$ cat config.mk
export PLATFORM = sky130hd
export DESIGN_NAME = mem_port_arbiter
export DESIGN_NICKNAME = d
export VERILOG_FILES = /design/src/rtl/mem_port_arbiter.sv
export SDC_FILE = /design/constraint.sdc
export NUM_CORES = 1
export LEC_CHECK = 0
export CAP_MARGIN = 20
export CELL_PAD_IN_SITES_DETAIL_PLACEMENT = 0
export CELL_PAD_IN_SITES_GLOBAL_PLACEMENT = 1
export CORE_MARGIN = 3
export CORE_UTILIZATION = 23
export CTS_CLUSTER_SIZE = 40
export DETAILED_ROUTE_END_ITERATION = 6
export GPL_TIMING_DRIVEN = 0
export PLACE_DENSITY = 0.86
export REMOVE_ABC_BUFFERS = 1
export SYNTH_ARGS = -nofsm -noshare
export SYNTH_HDL_FRONTEND = slang
export SYNTH_SLANG_ARGS = --single-unit
$ cat constraint.sdc
create_clock -name clk -period 2.8 [get_ports clk]
set_clock_uncertainty 0.1 [all_clocks]
set_input_delay 0.56 -clock clk [delete_from_list [all_inputs] [get_ports clk]]
set_output_delay 0.56 -clock clk [all_outputs]
set_load 0.05 [all_outputs]
$ cat src/rtl/mem_port_arbiter.sv
// mem_port_arbiter: shares one memory port between instruction fetch and data access (data wins).
// Optional access watchdog is compiled in when MEM_ARB_TIMEOUT_EN is defined.
module mem_port_arbiter #(
  parameter int AW          = 32,
  parameter int DW          = 32,
  parameter int TIMEOUT_CYC = 64
) (
  input  logic            clk,
  input  logic            rst,
  input  logic            if_req,
  input  logic [AW-1:0]   if_addr,
  output logic            if_ack,
  output logic [DW-1:0]   if_rdata,
  input  logic            dm_req,
  input  logic [DW/8-1:0] dm_wstrb,
  input  logic [AW-1:0]   dm_addr,
  input  logic [DW-1:0]   dm_wdata,
  output logic            dm_ack,
  output logic [DW-1:0]   dm_rdata,
  output logic            mem_req,
  output logic [AW-1:0]   mem_addr,
  output logic [DW/8-1:0] mem_we,
  output logic [DW-1:0]   mem_wdata,
  input  logic            mem_ack,
  input  logic [DW-1:0]   mem_rdata,
  output logic            waiting,
  output logic            err
);

  typedef enum logic [1:0] {
    IDLE    = 2'd0,
    IF_BUSY = 2'd1,
    DM_BUSY = 2'd2
  } state_t;

  state_t state;
  logic   busy;
  logic   timeout;
  logic   done;

  assign busy = (state != IDLE);

`ifdef MEM_ARB_TIMEOUT_EN
  localparam int CW = $clog2(TIMEOUT_CYC + 1);

  logic [CW-1:0] cnt;

  // Watchdog: counts BUSY cycles without an ack; any ack or a return to IDLE clears it.
  always_ff @(posedge clk or negedge rst) begin
    if (!rst) begin
      cnt <= '0;
    end else if (!busy || mem_ack || timeout) begin
      cnt <= '0;
    end else begin
      cnt <= cnt + CW'(1);
    end
  end

  // The limit is hit in the cycle the count would reach TIMEOUT_CYC; a real ack in that cycle wins.
  assign timeout = busy && !mem_ack && (cnt == CW'(TIMEOUT_CYC - 1));
`else
  logic unused_cfg;

  assign unused_cfg = (TIMEOUT_CYC == 0);
  assign timeout    = 1'b0;
`endif

  // Requester acks follow mem_ack in the same cycle; read data is gated off outside an ack.
  always_comb begin
    done     = 1'b0;
    if_ack   = 1'b0;
    dm_ack   = 1'b0;
    if_rdata = '0;
    dm_rdata = '0;
    if (busy) begin
      done = mem_ack | timeout;
    end else begin
      done = 1'b0;
    end
    case (state)
      IF_BUSY: if_ack = done;
      DM_BUSY: dm_ack = done;
      default: begin
        if_ack = 1'b0;
        dm_ack = 1'b0;
      end
    endcase
    if (if_ack && !timeout) begin
      if_rdata = mem_rdata;
    end else begin
      if_rdata = '0;
    end
    if (dm_ack && !timeout) begin
      dm_rdata = mem_rdata;
    end else begin
      dm_rdata = '0;
    end
    err     = timeout;
    waiting = (if_req & ~if_ack) | (dm_req & ~dm_ack);
  end

  // Grant FSM with registered memory-side request, address, strobes and store data.
  always_ff @(posedge clk or negedge rst) begin
    if (!rst) begin
      state     <= IDLE;
      mem_req   <= 1'b0;
      mem_addr  <= '0;
      mem_we    <= '0;
      mem_wdata <= '0;
    end else begin
      case (state)
        IDLE: begin
          if (dm_req) begin
            state     <= DM_BUSY;
            mem_req   <= 1'b1;
            mem_addr  <= dm_addr;
            mem_we    <= dm_wstrb;
            mem_wdata <= dm_wdata;
          end else if (if_req) begin
            state     <= IF_BUSY;
            mem_req   <= 1'b1;
            mem_addr  <= if_addr;
            mem_we    <= '0;
            mem_wdata <= '0;
          end else begin
            mem_req <= 1'b0;
          end
        end
        IF_BUSY: begin
          if (timeout) begin
            state   <= IDLE;
            mem_req <= 1'b0;
          end else if (mem_ack) begin
            // Hand the port straight to a pending data access: no idle bubble on mem_req.
            if (dm_req) begin
              state     <= DM_BUSY;
              mem_req   <= 1'b1;
              mem_addr  <= dm_addr;
              mem_we    <= dm_wstrb;
              mem_wdata <= dm_wdata;
            end else begin
              state   <= IDLE;
              mem_req <= 1'b0;
            end
          end else begin
            mem_req <= 1'b1;
          end
        end
        DM_BUSY: begin
          if (timeout) begin
            state   <= IDLE;
            mem_req <= 1'b0;
          end else if (mem_ack) begin
            if (if_req) begin
              state     <= IF_BUSY;
              mem_req   <= 1'b1;
              mem_addr  <= if_addr;
              mem_we    <= '0;
              mem_wdata <= '0;
            end else begin
              state   <= IDLE;
              mem_req <= 1'b0;
            end
          end else begin
            mem_req <= 1'b1;
          end
        end
        default: begin
          state   <= IDLE;
          mem_req <= 1'b0;
        end
      endcase
    end
  end

endmodule

==> out/metrics.csv, run 1 <==
stage;metric;value;unit
finish;fin_util;45.7;%
clock_tree;clk_pin_slew;0.05;ns
timing;slew_headroom;40.5;%
yosys;synth_cell_types;33;
yosys;yosys-top-cells-area;dfrtp_1, and2_1, a22o_1;
yosys;ys_warn_count;0;
placement;io_buffers;272;
clock_tree;cts_tree;done;
yosys;synth_top_area_share;51.5;%
global_routing;antenna_found_initial;0;
clock_tree;cts_root_buf;clkbuf_16;
timing;grt_setup_unrepaired;true;
pwr;power_switching_share;47.5;%
detailed_routing;route.antenna.remaining_nets;0;
floorplanning;die_h;128;µm
setup_path;worstPathArrival;2.08;ns
yosys;netlist_instances;302;
finish;seq_area;1780;µm²
setup_path;crit_fanout;17;
finish;nNetsFinal;711;
placement;dpl_cell_area;6390;µm²
hold_path;hold_class;primary input to asynchronous set/reset pin;
pwr;intPower;0.00424;W
finish;final_area;6670;µm²
pwr;p_per_area;1210;nW/µm²
detailed_routing;drc_errors;0;
floorplanning;initial_core_util;23.6;%
placement;dp_hpwl;10.2;mm
global_routing;grt_pass1_vias;3779;
finish;multi_input_area;1590;µm²
setup_path;cp_data_required_time;2.14;ns
finish;drive_gt1_share;18.0;%
floorplanning;die_area;16500;µm²
pwr;pwr-share-clk;16.2;%
yosys;synth_area;3450;µm²
finish;diodes;0;
setup_path;r2r_slack;0.33;ns
clock_tree;numCtsBuffers;9;
finish;n_fill_cell;1375;
timing;fmax;0.364;GHz
global_routing;overflow;0;
pwr;ir_drop;0.694;mV
yosys;ys_ff_latch;71;
timing;final_max_slew_viol_count;0;
clock_tree;clock_sinks;71;
setup_path;end_kind;primary output;
run_status;status;finished, final reports clean;
floorplanning;die_x;128;µm
clock_tree;htreeDepth;3;
job;max_cap_violations;0;
global_routing;grt_pass1_wl;20.3;mm
yosys;ys_seq_area_share;51.5;%
floorplanning;core.rowCount;44;
setup_path;path_class;flip-flop to primary output;
detailed_routing;wl_per_cell;18.2;µm
timing;period_minus_slack;2.74;ns
global_routing;grt_use_total;15.7;%
pwr;comb_power_share;62.6;%
clock_tree;insertion_delay;0.32;ns
pwr;leakagePower;2.84;nW
placement;gp_congestion;0.747;
timing;finalSetupViolCount;0;
timing;final.period_utilization;98.0;%
detailed_routing;drt_first_pass_iters;4;
clock_tree;clk_path_buf_depth;2;
finish;area_growth;93.3;%
pwr;switching_power;0.00384;W
global_routing;grt_max_degree;72;
setup_path;critPathLaunchType;flip-flop;
detailed_routing;drtIter0Drc;152;
floorplanning;core;14600;µm²
pwr;seqPwrFrac;21.2;%
yosys;synth.avg_cell_area;11.4;µm²
timing;worst_slew_pin_slew;0.893;ns
timing;finalHoldViolCount;0;
detailed_routing;vias;3604;
floorplanning;io_pins;274;
detailed_routing;routed_wl;13.8;mm
yosys;synth_top_cell_by_area;dfrtp_1;
detailed_routing;vias_per_cell;4.76;
-- power by group through the flow --
stage	Clock (W)	Sequential [W]	Combinational, W
after floorplan	0	0.00306	0.00168
after global placement	0	0.00171	0.00469
after detailed placement	0	0.00170	0.00502
after CTS	0.00135	0.00172	0.00504
after global routing	0.00139	0.00177	0.00532
final	0.00131	0.00171	0.00506
-- placed cells by master (no fill, tap or decap), types with 2 or more instances in the layout --
cell type,netlist,layout
a22o_1,36,36
a22oi_1,33,33
and2_1,64,64
and3b_2,0,3
and3b_4,0,3
buf_12,0,2
buf_16,0,3
buf_2,6,34
buf_4,4,2
bufinv_16,0,3
clkbuf_1,12,3
clkbuf_16,0,9
clkdlybuf4s15_2,0,21
clkdlybuf4s18_2,0,11
clkdlybuf4s50_1,0,203
dfrtp_1,71,71
ha_1,6,3
ha_2,0,3
inv_1,4,4
nor2_1,4,4
nor2b_1,3,2
o21ai_0,2,2
o2bb2ai_1,32,32
-- worst max-delay path, stage by stage, from the launching register on --
cell and delay, ns:
dfrtp_1 0.41, inv_1 0.15, ha_2 0.31, and3b_4 0.35, and2_1 0.17, clkdlybuf4s18_2 0.36
-- synthesized netlist by cell type --
library cell and n:
nor2_1 4, mux2i_1 1, o32a_1 1, and3b_1 2, clkbuf_1 12, o22ai_1 1
o21a_1 1, inv_1 4, ha_1 6, or3_1 1, or2_1 1, and2_1 64
mux2_2 1, a21boi_0 1, conb_1 1, nor2b_1 3, a2bb2oi_2 1, a21o_1 1
nand3_1 1, buf_4 4, dfrtp_1 71, nor3_1 1, o2bb2ai_1 32, nor3_2 1
buf_1 3, a31oi_1 1, nand2_1 1, buf_2 6, o21ai_0 2, a22o_1 36
buf_6 3, a22oi_1 33, nand2b_1 1
-- path summary, 6_finish.rpt --
| kind | from | end | depth (start not counted) |
|---|---|---|---|
| worst max register to register | state[1] | mem_wdata[17] | 8 |
| worst min-delay path | rst | mem_addr[6] | 1 |
| worst min register to register | mem_addr[27] | mem_addr[27] | 1 |
| max in group asynchronous | rst | mem_wdata[20] | 1 |
| min in group clk | mem_addr[27] | mem_addr[27] | 1 |
| worst max-delay path | state[1] | if_rdata[16] | 5 |
-- logic make-up after synthesis --
| logic type | count (synthesis) | synth area share (%) |
|---|---|---|
| other | 1 | 0.109 |
| buffers and inverters | 32 | 4.79 |
| DFF | 71 | 51.5 |
| and+or+nand+nor | 80 | 14.3 |
| AOI/OAI and AO/OA | 110 | 26.5 |
| muxes | 2 | 0.617 |
| adders and majority gates | 6 | 2.18 |
-- metal layers --
layer | track usage [%] | wire length [µm]
met1 | 16.7 | 4860
met2 | 28.0 | 7000
met3 | 7.10 | 1720
met4 | 4.49 | 182
met5 | 0 | 0
-- state kept, by name, summed over array words and instances, names as in the netlist --
name	flops
mem_we	4
mem_wdata	32
mem_req	1
state	2
mem_addr	32
-- final cells by class --
class,instances,area share [%]
clock buffer,13,3.75
clock inverter,3,1.35
inverter,4,0.225
multi-input combinational,203,23.9
sequential,71,26.6
tap,184,3.45
timing repair buffer,279,40.7
-- stage by stage --
stage               TNS (ns)  std cells  hold slack (ns)  worst slack [ns]  power (W)
floorplan             -32.03        274            0.164            -0.522    0.00474
global placement     -288.16        730            0.369             -2.12    0.00640
detailed placement    -80.40        735            0.373            -0.866    0.00672
CTS                  -0.0686        755            0.292           -0.0361    0.00811
global route         -0.0343        757            0.324           -0.0339    0.00848
finish                     0        757            0.263            0.0564    0.00808
-- timing repair --
action	4_1_cts	5_1_grt
pin swaps	3	0
setup endpoints to repair	103	42
gates cloned	3	1
gates resized for setup	281	14
buffers inserted	1	1
hold buffers	0	0
Note: power is estimated with default switching activity, not from simulation.
==> run 2, diff against run 1 <==
--- a/config.mk
+++ b/config.mk
@@ -15,6 +15,7 @@
 export GPL_TIMING_DRIVEN = 0
 export PLACE_DENSITY = 0.86
 export REMOVE_ABC_BUFFERS = 1
+export SETUP_SLACK_MARGIN = 0.1
 export SYNTH_ARGS = -nofsm -noshare
 export SYNTH_HDL_FRONTEND = slang
 export SYNTH_SLANG_ARGS = --single-unit
==> out/metrics.csv, run 2 (same netlist as run 1, synthesis figures left out) <==
stage;metric;value;unit;change
run_status;status;finished, final reports clean;;
clock_tree;numCtsBuffers;9;;unchanged
detailed_routing;drc_errors;0;;unchanged
finish;multi_input_area;1640;µm²;+3.0%
setup_path;r2r_slack;0.25;ns;-0.08 ns
setup_path;cp_data_required_time;2.14;ns;about the same
job;max_cap_violations;0;;unchanged
clock_tree;clock_sinks;71;;unchanged
pwr;leakagePower;2.89;nW;+1.6%
timing;fin_tns_setup;0;ns;unchanged
detailed_routing;vias_per_cell;4.77;;+0.18%
floorplanning;core;14600;µm²;unchanged
finish;final_cells;759;;+0.26%
floorplanning;initial_core_util;23.6;%;unchanged
placement;dpl.cell_count;735;;unchanged
global_routing;grt_max_degree;72;;unchanged
finish;n_fill_cell;1382;;+0.51%
finish;layout_commonest_cell;clkdlybuf4s50_1;;
pwr;power.total;0.00813;W;+0.59%
detailed_routing;vias;3620;;+0.44%
pwr;ir_drop;0.590;mV;-15%
pwr;p_per_area;1220;nW/µm²;+1.0%
finish;seq_area;1780;µm²;unchanged
finish;reg.largest.list;mem_addr (32), mem_wdata (32), mem_we (4);;
timing;grt_setup_unrepaired;true;;
clock_tree;htreeDepth;3;;unchanged
setup_path;cp-startpoint;state[1];;
timing;final.period_utilization;96.5;%;-1.5 points
setup_path;r2r_end;mem_wdata[17];;
floorplanning;die_x;128;µm;unchanged
setup_path;end_kind;primary output;;
floorplanning;io_pins;274;;unchanged
finish;area_growth;92.5;%;
timing;finalSetupViolCount;0;;unchanged
setup_path;critPathLaunchType;flip-flop;;
global_routing;grt_use_total;16.0;%;+0.33 points
global_routing;grt_pass1_vias;3812;;+0.87%
placement;io_buffers;272;;unchanged
detailed_routing;route.antenna.remaining_nets;0;;unchanged
clock_tree;clk_pin_slew;0.05;ns;about the same
floorplanning;core.rowCount;44;;unchanged
detailed_routing;routed_wl;14.0;mm;+1.8%
timing;fmax;0.370;GHz;+1.6%
detailed_routing;wl_per_cell;18.5;µm;+1.6%
setup_path;path_cells;inv_1, ha_4, and3b_2, and2_1, clkdlybuf4s18_2;;
floorplanning;die_area;16500;µm²;unchanged
detailed_routing;drt_first_pass_iters;4;;unchanged
global_routing;grt_pass1_wl;20.7;mm;+1.6%
setup_path;crit_end;if_rdata[31];;
setup_path;crit_fanout;9;;-8
global_routing;overflow;0;;unchanged
timing;period_minus_slack;2.70;ns;-0.0426 ns
setup_path;max_stage_delay;0.43;ns;+0.02 ns
finish;nNetsFinal;713;;+0.28%
setup_path;path_class;flip-flop to primary output;;
setup_path;crit_slowest_cell;dfrtp_1;;
hold_path;hold_class;primary input to asynchronous set/reset pin;;
placement;gp_congestion;0.747;;unchanged
detailed_routing;drtIter0Drc;136;;-11%
clock_tree;cts_root_buf;clkbuf_16;;
timing;slew_headroom;40.2;%;-0.22 points
clock_tree;cts_tree;done;;
clock_tree;clk_path_buf_depth;2;;unchanged
finish;drive_gt1_share;18.4;%;+0.46 points
clock_tree;insertion_delay;0.32;ns;about the same
timing;finalHoldViolCount;0;;unchanged
setup_path;reg2reg_depth;8;;unchanged
setup_path;worstPathArrival;2.04;ns;-0.04 ns
timing;final_max_slew_viol_count;0;;unchanged
global_routing;antenna_found_initial;0;;unchanged
timing;worst_slew_pin_slew;0.896;ns;+0.00333 ns
setup_path;timing.rr.start;state[1];;
finish;final_cell_mix;clkdlybuf4s50_1, dfrtp_1, and2_1;;
placement;dp_hpwl;10.2;mm;unchanged
floorplanning;die_h;128;µm;unchanged
finish;diodes;0;;unchanged
-- run 2: cell count changes in the layout (fill, tap and decap cells not counted) --
cell / change
clkbuf_4: +3
clkdlybuf4s18_2: -3
clkdlybuf4s15_2: -11
inv_1: -1
ha_2: -3
and3b_4: -1
buf_2: +12
clkbuf_2: -1
and3b_2: +3
ha_4: +3
inv_2: +1
-- run 2: worst min path at each step --
stage	end	slack [ns]	from
after global routing	mem_addr[6]	0.32	rst
final	mem_addr[6]	0.27	rst
after detailed placement	mem_addr[24]	0.37	mem_addr[24]
after CTS	mem_addr[6]	0.29	rst
after global placement	mem_addr[26]	0.37	mem_addr[26]
after floorplan	mem_addr[0]	0.16	rst
-- run 2: cell type report --
type,instances,share of cell area [%]
Clock inverter,3,1.36
Clock buffer,13,3.77
Inverter,4,0.226
Timing Repair Buffer,279,39.7
Multi-Input combinational cell,205,24.7
Sequential cell,71,26.8
Tap cell,184,3.47
-- run 2: repair_timing --
item,CTS,global route
resized for setup,318,12
pin swaps,3,0
cloned,5,1
buffers inserted,2,0
hold buffers,0,0
endpoints found under the setup margin,115,43
-- run 2: power breakdown --
part	internal, W	total [W]	switching, W
sequential	0.00146	0.00172	0.000256
clock	0.000896	0.00131	0.000413
combinational	0.00190	0.00510	0.00320
-- run 2: metrics by stage --
| stage | worst slack, ns | util, % | instance area, µm² | hold WS [ns] |
|---|---|---|---|---|
| finish | 0.0990 | 45.5 | 6640 | 0.268 |
| global route | 0.00334 | 45.5 | 6640 | 0.324 |
| CTS | 0.0619 | 45.3 | 6610 | 0.292 |
| detailed placement | -0.866 | 43.8 | 6390 | 0.373 |
| global placement | -2.12 | 42.9 | 6250 | 0.369 |
| floorplan | -0.522 | - | 3300 | 0.164 |
-- run 2: per-layer routing --
layer	GRT usage, %	share of wire (%)	vias to the layer above
met3	7.10	13	17
met1	17.0	35	1723
met4	4.74	1.7	0
met5	0	0	-
li1	-	-	1657
met2	28.7	51	223
-- run 2: critical path: cells and delay by family, from the launching register on --
family        cells  cell delay [ns]
buf+inv           2             0.58
simple gates      2             0.47
flops             1             0.43
fa+ha+maj         1             0.23
==> run 3, diff against run 2 <==
--- a/config.mk
+++ b/config.mk
@@ -13,7 +13,7 @@
 export CTS_CLUSTER_SIZE = 40
 export DETAILED_ROUTE_END_ITERATION = 6
 export GPL_TIMING_DRIVEN = 0
-export PLACE_DENSITY = 0.86
+export PLACE_DENSITY = 0.89
 export REMOVE_ABC_BUFFERS = 1
 export SETUP_SLACK_MARGIN = 0.1
 export SYNTH_ARGS = -nofsm -noshare
==> out/metrics.csv, run 3 (same netlist as run 1, synthesis figures left out) <==
stage;metric;value;unit;change
floorplanning;die_h;128;µm;unchanged
finish;final_cells;762;;+0.40%
setup_path;worstPathArrival;2.04;ns;about the same
finish;drive_gt1_share;19.4;%;+0.94 points
floorplanning;die_x;128;µm;unchanged
floorplanning;core.rowCount;44;;unchanged
clock_tree;cts_root_buf;clkbuf_16;;
global_routing;grt_use_total;16.0;%;-0.062 points
hold_path;hold_class;primary input to asynchronous set/reset pin;;
setup_path;reg2reg_depth;8;;unchanged
clock_tree;clk_path_buf_depth;2;;unchanged
setup_path;cp_data_required_time;2.14;ns;about the same
clock_tree;clk_pin_slew;0.06;ns;about the same
placement;dpl.cell_count;733;;-0.27%
timing;final.period_utilization;96.4;%;about the same
timing;final_max_slew_viol_count;0;;unchanged
timing;slew_headroom;34.3;%;-5.9 points
detailed_routing;routed_wl;13.8;mm;-1.5%
timing;worst_slew_pin_slew;0.984;ns;+0.0875 ns
placement;dp_hpwl;9.54;mm;-6.2%
floorplanning;io_pins;274;;unchanged
placement;gp_congestion;0.861;;+15%
detailed_routing;drtIter0Drc;109;;-20%
clock_tree;insertion_delay;0.33;ns;about the same
clock_tree;cts_tree;done;;
timing;finalHoldViolCount;0;;unchanged
detailed_routing;vias_per_cell;4.68;;-1.9%
detailed_routing;wl_per_cell;18.1;µm;-1.9%
global_routing;overflow;0;;unchanged
floorplanning;core;14600;µm²;unchanged
setup_path;path_class;flip-flop to primary output;;
global_routing;grt_max_degree;72;;unchanged
timing;finalSetupViolCount;0;;unchanged
setup_path;cp-startpoint;state[0];;
timing;grt_setup_unrepaired;true;;
global_routing;antenna_found_initial;0;;unchanged
run_status;status;finished, final reports clean;;
setup_path;timing.rr.start;state[0];;
finish;multi_input_area;1650;µm²;+0.84%
detailed_routing;drc_errors;0;;unchanged
finish;area_growth;88.2;%;
timing;fmax;0.371;GHz;about the same
setup_path;r2r_slack;0.30;ns;+0.05 ns
job;max_cap_violations;0;;unchanged
clock_tree;htreeDepth;3;;unchanged
pwr;ir_drop;0.740;mV;+26%
finish;layout_commonest_cell;clkdlybuf4s50_1;;
detailed_routing;drt_first_pass_iters;4;;unchanged
finish;n_fill_cell;1411;;+2.1%
finish;reg.largest.list;mem_addr (32), mem_wdata (32), mem_we (4);;
placement;post-place-ws;-0.865;ns;+0.00124 ns
floorplanning;die_area;16500;µm²;unchanged
global_routing;grt_pass1_vias;3752;;-1.6%
pwr;p_per_area;1200;nW/µm²;-2.0%
setup_path;end_kind;primary output;;
timing;fin_tns_setup;0;ns;unchanged
setup_path;critPathLaunchType;flip-flop;;
clock_tree;clock_sinks;71;;unchanged
pwr;leakagePower;2.87;nW;-0.53%
clock_tree;numCtsBuffers;9;;unchanged
finish;fin_util;44.5;%;-1.0 points
setup_path;crit_fanout;9;;unchanged
finish;seq_area;1780;µm²;unchanged
detailed_routing;route.antenna.remaining_nets;0;;unchanged
global_routing;grt_pass1_wl;20.5;mm;-0.60%
timing;period_minus_slack;2.70;ns;-0.00254 ns
placement;io_buffers;272;;unchanged
detailed_routing;vias;3567;;-1.5%
setup_path;r2r_end;mem_we[2];;
finish;final_cell_mix;clkdlybuf4s50_1, dfrtp_1, and2_1;;
floorplanning;initial_core_util;23.6;%;unchanged
finish;diodes;0;;unchanged
finish;nNetsFinal;716;;+0.42%
timing;finalWorstSetupSlack;0.102;ns;+0.00254 ns
-- run 3: changes by cell type in the layout (fill, tap and decap cells not counted), moves of 2 or more --
cell | previous run | this run
buf_2 | 46 | 57
clkdlybuf4s15_2 | 10 | 1
clkbuf_1 | 3 | 1
clkinv_2 | 0 | 2
clkinvlp_4 | 0 | 2
clkdlybuf4s18_2 | 8 | 4
bufinv_16 | 3 | 0
buf_16 | 3 | 1
buf_4 | 2 | 6
-- run 3: power breakdown --
group	total (W)	switching [W]	internal [W]
sequential	0.00171	0.000242	0.00146
combinational	0.00503	0.00318	0.00185
clock	0.00105	0.000430	0.000622
total	0.00779	0.00385	0.00393
-- run 3: timing repair --
item,CTS,global route
pin swaps,1,1
hold buffers,0,0
buffers inserted,2,4
gates cloned,7,0
endpoints found under the setup margin,135,101
gates resized for setup,305,48
-- run 3: worst max-delay path, stage by stage (launching register included) --
cell and delay, ns:
dfrtp_1 0.44, inv_2 0.14, ha_2 0.30, and3b_2 0.32, and2_1 0.14, clkdlybuf4s18_2 0.36
-- run 3: worst max path at each step --
stage / end / slack, ns / cells past startpoint
after detailed placement: if_rdata[29] / -0.86 / 4
after global placement: mem_wdata[24] / -1.98 / 5
after global routing: dm_rdata[23] / 0.009 / 5
after CTS: dm_rdata[8] / 0.1 / 5
final: dm_rdata[23] / 0.10 / 5
after floorplan: mem_wdata[0] / -0.52 / 6
-- run 3: layout make-up --
type / count / share of cell area, %
Timing Repair Buffer: 281 / 39.1
Sequential cell: 71 / 27.4
Multi-Input combinational cell: 206 / 25.5
Clock buffer: 11 / 3.74
Tap cell: 184 / 3.55
Clock inverter: 5 / 0.520
Inverter: 4 / 0.231
-- run 3: per-stage QoR --
step	power (W)	hold WS, ns	cell area [µm²]
2_1_floorplan	0.00474	0.164	3300
3_3_place_gp	0.00636	0.373	6250
3_5_place_dp	0.00657	0.373	6330
4_1_cts	0.00777	0.290	6540
5_1_grt	0.00820	0.328	6490
6_report	0.00779	0.259	6490
-- run 3: per-layer routing --
metal	wire length, µm	global-route usage [%]	share of wire [%]
met1	5080	17.8	37
met2	7160	28.7	52
met3	1270	4.28	9.2
met4	301	6.49	2.2
met5	0	0	0
==> edit (config.mk and constraints of run 3) <==
The 3 states of `state_t` get a one-hot encoding in 3 bits.
--- a/src/rtl/mem_port_arbiter.sv
+++ b/src/rtl/mem_port_arbiter.sv
@@ -28,8 +28,8 @@
 );
 
-  typedef enum logic [1:0] {
-    IDLE    = 2'd0,
-    IF_BUSY = 2'd1,
-    DM_BUSY = 2'd2
+  typedef enum logic [2:0] {
+    IDLE    = 3'b001,
+    IF_BUSY = 3'b010,
+    DM_BUSY = 3'b100
   } state_t;
 
Function: no difference found for any inputs over 4 cycles, from zero or initial values and one cycle with rst low; so few cycles prove little.
==> edit against run 3 <==
- worst setup slack gained 0.096 ns
- total power up 16%
- cell area is 32% higher
- sequential share of layout area fell by 6.2 points
- final cell count grew 43%
- wire length grew 44%
- synthesized area rose by 46%
- non-clock buffer count rose by 12
- sequential cell count grew 1
- synthesized cell count rose by 87%
- register-to-register slack got worse by 0.03 ns
- global-route usage rose by 0.43 points
- largest power group unchanged
==> edit: results (changes against run 3) <==
Routing
  – Initial drt markers: 340 (+210%)
  – Routed len/inst: 18.3 µm (+1.0%)
  – DR pass1 iterations: 5 (+1)
  – Via count: 5512 (+55%)

Synth
  – Post-Synthesis Cells: 564 (+87%)
  – Sequential fraction of the synthesis area: 0.359 (-0.156)
  – Synth top cells by count: 71 x dfrtp_1, 67 x a22oi_1, 38 x nor2_1
  – Adder-Cell Fraction of Synth Area: 0 (-0.0218)
  – Top cells by area, synth: dfrtp_1 35%, a22oi_1 10%, mux2_2 7.2%
  – Netlist cell types: 36 (+9.1%)
  – Compound-cell area share of the yosys netlist: 0.321 (+0.0562)

Global route
  – Largest net degree at the start of global routing: 49 (-32%)
  – Total track usage: 0.164 (+0.00428)
  – First-pass GRT wire length: 31.7 mm (+54%)

Placed design
  – Placer Congestion: 0.725 (-16%)
  – DP Cell Count: 1061 (+45%)

Pwr
  – Comb pwr: 5810 µW (+16%)
  – VDD IR max: 0.611 mV (-17%)
  – Clock share of power: 0.142 (+0.007)
  – Leak: 0.00326 µW (+13%)
  – Internal power: 4540 µW (+15%)

Worst setup path
  – Crit path DAT: 1.94 ns (-0.10 ns)
  – Slowest stage cell, crit path: dfstp_4
  – R2R depth: 7 (-1)
  – R2r setup slk: 0.27 ns (-0.03 ns)

Finish
  – Post-Layout Cell Count: 1086 (+43%)
  – Total Nets Final: 943 (+32%)
  – Share of layout cells above drive strength 1: 0.185 (-0.00881)

Clocking
  – Setup bufs post-CTS: 6 (+4)
  – Post_cts resized: 233 (-24%)

Status
  – Status: complete, no violations

STA
  – Hold WS: 0.0729 ns (-0.186 ns)
## edit: cell types whose count changed in the layout (fill, tap and decap cells not counted), sizes merged, moves of 16 or more
| cell | change |
|---|---|
| and2 | -31 |
| a22oi | +34 |
| clkdlybuf4s15 | +55 |
| o211ai | +32 |
| a31oi | +32 |
| o2bb2ai | -16 |
| buf | -40 |
| o21ai | +21 |
| nand2b | +33 |
| nand2 | +22 |
| mux2 | +31 |
| nor2 | +34 |
| and3 | +33 |
## edit: logic make-up after synthesis
group	count (synthesis)
compound gates	220
xor+xnor	2
buf+inv	67
flops	72
mux	32
other cells	1
simple gates	170
## edit: area by class of cell
type / count / area, µm²
Tap cell: 275 / 344
Fill cell: 2105 / 12700
Multi-Input combinational cell: 426 / 2970
Sequential cell: 72 / 1810
Clock inverter: 6 / 92.6
Timing Repair Buffer: 293 / 3080
Inverter: 4 / 20.0
Clock buffer: 10 / 229
## edit: worst max-delay path: cells and delay by family, from the launching register on
family	cells	cell delay [ns]
buffers and inverters	2	0.57
DFF	1	0.54
and+or+nand+nor	2	0.47
## edit: per-layer routing
| metal | track usage | routed length [µm] | vias up |
|---|---|---|---|
| li1 | - | - | 2625 |
| met1 | 0.220 | 8690 | 2647 |
| met2 | 0.264 | 9560 | 220 |
| met3 | 0.0433 | 1390 | 20 |
| met4 | 0.0412 | 248 | 0 |
| met5 | 0 | 0 | - |
## edit: worst max path at each step
stage | from | end | slack (ns) | cells past startpoint
after detailed placement | mem_ack | dm_rdata[18] | -1.78 | 4
after CTS | state[0] | dm_rdata[18] | 0.01 | 3
final | state[0] | if_rdata[0] | 0.20 | 4
after global placement | state[1] | mem_wdata[8] | -6.01 | 4
after global routing | state[0] | if_rdata[22] | 0.1 | 5
after floorplan | state[1] | mem_wdata[8] | -2.92 | 4
